==> src/rtl/noise_lfsr_multi_pkg.sv <==
// Shared noise definitions: default LFSR seed, feedback taps and the
// refresh engine state encoding, reused by other noise blocks.
package noise_lfsr_multi_pkg;

    localparam int          DEF_LFSR_W = 61;
    localparam logic [60:0] DEF_SEED   = 61'h0C2887F2CB7DB6FE;
    localparam int          DEF_TAP_A  = 60;
    localparam int          DEF_TAP_B  = 59;
    localparam int          DEF_TAP_C  = 45;
    localparam int          DEF_TAP_D  = 44;

    typedef enum logic {
        ST_IDLE  = 1'b0,
        ST_SHIFT = 1'b1
    } state_t;

endpackage

==> src/rtl/noise_lfsr_multi_step.sv <==
// One combinational Fibonacci LFSR step with a lock-up guard: an all-zero
// register shifts in a 1 so it can never stay stuck at zero.
module noise_lfsr_step #(
    parameter int LFSR_W = 61,
    parameter int TAP_A  = 60,
    parameter int TAP_B  = 59,
    parameter int TAP_C  = 45,
    parameter int TAP_D  = 44
) (
    input  logic [LFSR_W-1:0] sr,
    output logic [LFSR_W-1:0] sr_next
);

    logic fb;

    always_comb begin
        fb = sr[TAP_A] ^ sr[TAP_B] ^ sr[TAP_C] ^ sr[TAP_D];
        if (sr == '0) begin
            fb = 1'b1;
        end
        sr_next = {sr[LFSR_W-2:0], fb};
    end

endmodule

==> src/rtl/noise_lfsr_multi.sv <==
// Multi-channel noise source: one shared LFSR step engine walks every channel
// DSZ times per refresh, then publishes all channel slices at once.
module noise_lfsr_multi
    import noise_lfsr_multi_pkg::*;
#(
    parameter int                LFSR_W   = DEF_LFSR_W,
    parameter int                DSZ      = 18,
    parameter int                CHANNELS = 4,
    parameter int                TAP_A    = DEF_TAP_A,
    parameter int                TAP_B    = DEF_TAP_B,
    parameter int                TAP_C    = DEF_TAP_C,
    parameter int                TAP_D    = DEF_TAP_D,
    parameter logic [LFSR_W-1:0] SEED     = LFSR_W'(DEF_SEED)
) (
    input  logic                    clk,
    input  logic                    rst_n,
    input  logic                    ena,
    input  logic                    seed_load,
    output logic [CHANNELS*DSZ-1:0] out,
    output logic                    out_valid,
    output logic                    busy,
    output logic                    overrun,
    output state_t                  dbg_state
);

    localparam int CH_W  = (CHANNELS > 1) ? $clog2(CHANNELS) : 1;
    localparam int CNT_W = (DSZ > 1) ? $clog2(DSZ) : 1;

    if (TAP_A >= LFSR_W || TAP_B >= LFSR_W || TAP_C >= LFSR_W || TAP_D >= LFSR_W) begin : g_bad_tap
        $error("noise_lfsr_multi: feedback tap index out of range for LFSR_W");
    end
    if (DSZ > LFSR_W) begin : g_bad_dsz
        $error("noise_lfsr_multi: DSZ must not exceed LFSR_W");
    end
    if (CHANNELS < 1) begin : g_bad_channels
        $error("noise_lfsr_multi: CHANNELS must be at least 1");
    end

    // Handshake: ena and seed_load are single-cycle pulses sampled on the
    // rising edge; seed_load has priority and ena is only accepted in IDLE.
    // out is valid exactly in the cycle out_valid is high and holds afterwards.

    state_t             state;
    logic [CH_W-1:0]    ch;
    logic [CNT_W-1:0]   cnt;
    logic [LFSR_W-1:0]  sr       [CHANNELS];
    logic [LFSR_W-1:0]  seed_rot [CHANNELS];
    logic [LFSR_W-1:0]  eng_in;
    logic [LFSR_W-1:0]  eng_out;
    logic [CHANNELS*DSZ-1:0] out_next;

    // Each channel starts from the base seed rotated left by its index.
    for (genvar k = 0; k < CHANNELS; k++) begin : g_seed
        localparam int ROT = k % LFSR_W;
        if (ROT == 0) begin : g_plain
            assign seed_rot[k] = SEED;
        end else begin : g_rot
            assign seed_rot[k] = (SEED << ROT) | (SEED >> (LFSR_W - ROT));
        end
    end

    assign eng_in = sr[ch];

    noise_lfsr_step #(
        .LFSR_W (LFSR_W),
        .TAP_A  (TAP_A),
        .TAP_B  (TAP_B),
        .TAP_C  (TAP_C),
        .TAP_D  (TAP_D)
    ) u_step (
        .sr      (eng_in),
        .sr_next (eng_out)
    );

    // The last channel's final shift lands on the publishing edge, so its
    // slice comes straight from the engine output.
    always_comb begin
        out_next = '0;
        for (int k = 0; k < CHANNELS; k++) begin
            if (k == CHANNELS - 1) begin
                out_next[k*DSZ +: DSZ] = eng_out[DSZ-1:0];
            end else begin
                out_next[k*DSZ +: DSZ] = sr[k][DSZ-1:0];
            end
        end
    end

    always_ff @(posedge clk or negedge rst_n) begin
        if (!rst_n) begin
            state     <= ST_IDLE;
            ch        <= '0;
            cnt       <= '0;
            busy      <= 1'b0;
            out_valid <= 1'b0;
            overrun   <= 1'b0;
            out       <= '0;
            for (int k = 0; k < CHANNELS; k++) begin
                sr[k] <= seed_rot[k];
            end
        end else begin
            out_valid <= 1'b0;
            if (seed_load) begin
                state   <= ST_IDLE;
                ch      <= '0;
                cnt     <= '0;
                busy    <= 1'b0;
                overrun <= 1'b0;
                for (int k = 0; k < CHANNELS; k++) begin
                    sr[k] <= seed_rot[k];
                end
            end else begin
                case (state)
                    ST_IDLE: begin
                        if (ena) begin
                            state <= ST_SHIFT;
                            busy  <= 1'b1;
                            ch    <= '0;
                            cnt   <= CNT_W'(DSZ - 1);
                        end
                    end
                    ST_SHIFT: begin
                        if (ena) begin
                            overrun <= 1'b1;
                        end
                        sr[ch] <= eng_out;
                        if (cnt == '0) begin
                            if (ch == CH_W'(CHANNELS - 1)) begin
                                state     <= ST_IDLE;
                                busy      <= 1'b0;
                                out_valid <= 1'b1;
                                out       <= out_next;
                            end else begin
                                ch  <= ch + 1'b1;
                                cnt <= CNT_W'(DSZ - 1);
                            end
                        end else begin
                            cnt <= cnt - 1'b1;
                        end
                    end
                    default: state <= ST_IDLE;
                endcase
            end
        end
    end

    assign dbg_state = state;

endmodule

==> config.mk <==
export PLATFORM = sky130hd
export DESIGN_NAME = noise_lfsr_multi
export DESIGN_NICKNAME = d
export VERILOG_FILES = /design/src/rtl/noise_lfsr_multi_pkg.sv /design/src/rtl/noise_lfsr_multi_step.sv /design/src/rtl/noise_lfsr_multi.sv
export SDC_FILE = /design/constraint.sdc
export NUM_CORES = 1
export LEC_CHECK = 0
export ABC_CLOCK_PERIOD_IN_PS = 4700
export CAP_MARGIN = 0
export CELL_PAD_IN_SITES_DETAIL_PLACEMENT = 1
export CELL_PAD_IN_SITES_GLOBAL_PLACEMENT = 2
export CORE_ASPECT_RATIO = 1.1
export CORE_MARGIN = 2
export CORE_UTILIZATION = 46
export DETAILED_ROUTE_END_ITERATION = 6
export PLACE_DENSITY = 0.95
export SLEW_MARGIN = 25
export SYNTH_ARGS = -nofsm -noshare
export SYNTH_HDL_FRONTEND = slang
export SYNTH_HIERARCHICAL = 1
export SYNTH_SLANG_ARGS = --single-unit
==> constraint.sdc <==
create_clock -name clk -period 4.7 [get_ports clk]
set_input_delay 0.94 -clock clk [delete_from_list [all_inputs] [get_ports clk]]
set_output_delay 0.94 -clock clk [all_outputs]
set_load 0.02 [all_outputs]
==> flow_summary.toml <==
[sta]
slew_headroom = 0.328
fin_crit_sh = 0.804
clock.fmax_mhz = 265
rsz0062_at_grt = "false"
finClkSkew_ns = 0.0266
layout_min_cycle_time_ns = 3.78
drv_slew = 0
tightestPinTransition_ns = 1.01
setup_violations = 0
fin_setup_tns_ns = 0
hold_viol = 0

[yosys]
synth_top_area_share = 0.305
ys_warn_count = 6
yosys_register_bits = 327
yosysSeqAreaShare = 0.556
syn_nets = 1156
synth_cell_types = 47
yosysTopAreaCell = "dfrtp_1"
syn-cell-area_mm2 = 0.0150
synth_area_leaders = "dfrtp_1 (30%), dfstp_2 (25%), mux4_2 (9.1%)"
postSynthAreaPerCell_um2 = 13.1
syn_inst = 1147

[floorplanning]
rows = 69
boundaryPins = 80
initial_core_util = 0.466
core_mm2 = 0.0323
die_h_um = 194
die_area_mm2 = 0.0341
die_w_um = 176

[layout]
nNetsFinal = 1143
area_delta_synth_final_pct = 12.3
n_fill_cell = 3122
antenna_cells = 0
drive_gt1_frac = 0.320
multiInputGateArea_mm2 = 0.00582
instances_no_fill = 1584
regArea_mm2 = 0.00837

[route]
wl_um = 42500
drc_errors = 0
routed_via_density = 6.24
num_vias = 9891
first_pass_iters = 5
met3WireLength_um = 2190
met1Wirelength_um = 17400
drt_iter0_drc = 862
wl_per_cell_um = 26.8
met2RoutedLength_um = 21800
routed.top_layer = "met4"
antenna_left = 0

[clock_tree]
ctsHoldBuffers = 0
htreeDepth = 2
post_cts_resize_count = 0
tritoncts = "built"
clkLatencyLatePin_ns = 0.52
post_cts_buffers = 0
clk_pin_slew_ns = 0.06
cts_buffer_depth = 3
numCtsBuffers = 34
root_buffer = "clkbuf_16"
clock_sinks = 327

[grt]
grt_pass1_vias = 11000
grt_overflow = 0
antenna_found_initial = 0
grt_use_total = 0.253
grt_pass1_wl_um = 67100
grt_start_max_net_pins = 117

[power]
cellLeakagePower_nw = 7.28
powerDensity_mw_per_mm2 = 386
ir_drop_mv = 0.185

[worst_setup_path]
start_kind = "flip-flop"
reg2reg_depth = 7
path_class = "reg2reg"
cp.arrival_ns = 4.21
worstSetupEndpointType = "flip-flop"
crit_required_ns = 5.13
reg2reg_to = "out_next[0]$_DFFE_PN0P_"
rr_startpoint = "ch[0]$_DFFE_PN0P_"
r2r_slack_ns = 0.92
crit_path_max_fanout = 35

[place]
gp_congestion = 0.757
port-buffer-count = 79
dp_cells = 1523
hpwl_um = 24500

[status]
status = "finished clean"

[min_path]
worstHoldStart = "sr[79]$_DFFE_PN1P_"
hold_path_depth = 2
min_path_type = "reg2reg"
holdPathEnd = "sr[79]$_DFFE_PN1P_"

[job]
max_cap_viol_count = 0
## through the flow
step / utilization / instance area [µm²] / hold WS [ns] / worst slack, ns / power, mW
6_report: 0.523 / 16900 / 0.459 / 0.921 / 6.52
5_1_grt: 0.523 / 16900 / 0.477 / 0.670 / 6.73
4_1_cts: 0.522 / 16900 / 0.457 / 0.963 / 6.55
3_5_place_dp: 0.488 / 15800 / 0.449 / 0.968 / 3.89
3_3_place_gp: 0.488 / 15800 / 0.440 / 1.05 / 3.85
2_1_floorplan: - / 15000 / 0.433 / 2.16 / 3.68
## sequential cells by signal (all words and copies together), names as in the netlist
name / flops
out: 72
overrun: 1
busy: 1
ch: 2
out_next: 54
out_valid: 1
cnt: 5
dbg_state: 1
sr: 190
## logic make-up after synthesis
logic type / Yosys count / share of synthesized area
multiplexers: 137 / 0.165
XOR/XNOR: 3 / 0.00175
buffers and inverters: 159 / 0.0598
flip-flops: 327 / 0.556
AND/OR/NAND/NOR: 287 / 0.0947
adder cells (fa/ha/maj): 5 / 0.00416
AO/OA/AOI/OAI: 229 / 0.118
## cell usage in the layout (no fill, tap or decap), types with 31 or more instances in the layout
master,synthesis,final
a21oi_1,34,31
a22o_1,73,73
clkbuf_16,0,35
clkdlybuf4s50_1,0,77
dfrtp_1,183,181
dfstp_2,144,144
mux2_4,69,69
mux4_2,61,61
nand2_1,179,178
nand3b_1,36,36
o22a_1,57,57
## worst max-delay path: stages (launching register included)
cell	delay [ns]
dfrtp_4	0.88
buf_12	0.29
mux4_2	0.62
nor4_1	0.60
nand4_1	0.17
o41ai_1	0.77
nand2_1	0.14
a21oi_1	0.19
## layer usage
| metal | global-route usage | vias up |
|---|---|---|
| met5 | 0 | - |
| met4 | 0.0805 | 0 |
| met3 | 0.0394 | 71 |
| met2 | 0.439 | 385 |
| met1 | 0.327 | 5338 |
| li1 | - | 4097 |
## synthesized netlist by cell type, drive strengths merged
master     n
a2111oi    2
a211o     28
a211oi     3
a21o       1
a21oi     34
a22o      73
a31o       1
a31oi      1
and2       3
and3      28
and3b      1
buf       93
clkbuf    59
dfrtp    183
dfstp    144
ha         5
inv        7
mux2      75
mux2i      1
mux4      61
nand2    180
nand2b     3
nand3      2
nand3b    36
nand4      4
nor2       5
nor2b      3
nor3       3
nor3b      2
nor4      14
nor4b      1
o21ai     25
o22a      57
o22ai      1
o31ai      1
o32ai      1
o41ai      1
or3        1
or4b       1
xnor2      3
## cell type report
class                           count  share of cell area
Clock buffer                       54              0.0608
Clock inverter                      6             0.00348
Inverter                            7             0.00156
Multi-Input combinational cell    661               0.344
Sequential cell                   327               0.496
Tap cell                          426              0.0316
Timing Repair Buffer              103              0.0625
## how the worst max path moves through the flow
stage               slack [ns]         startpoint                       to  cells past startpoint
global route              0.67  ch[0]$_DFFE_PN0P_  out_next[0]$_DFFE_PN0P_                      7
finish                    0.92  ch[0]$_DFFE_PN0P_  out_next[0]$_DFFE_PN0P_                      7
global placement          1.05  ch[0]$_DFFE_PN0P_  out_next[0]$_DFFE_PN0P_                      7
floorplan                 2.16  ch[0]$_DFFE_PN0P_  out_next[0]$_DFFE_PN0P_                      9
CTS                       0.96  ch[0]$_DFFE_PN0P_  out_next[0]$_DFFE_PN0P_                      7
detailed placement        0.97  ch[0]$_DFFE_PN0P_  out_next[0]$_DFFE_PN0P_                      7
## power by group
group / switching (mW) / internal (mW) / total, mW
clock network: 1.10 / 1.55 / 2.66
registers: 0.108 / 2.98 / 3.09
logic: 0.486 / 0.288 / 0.773
(Power assumes the default switching activity.)
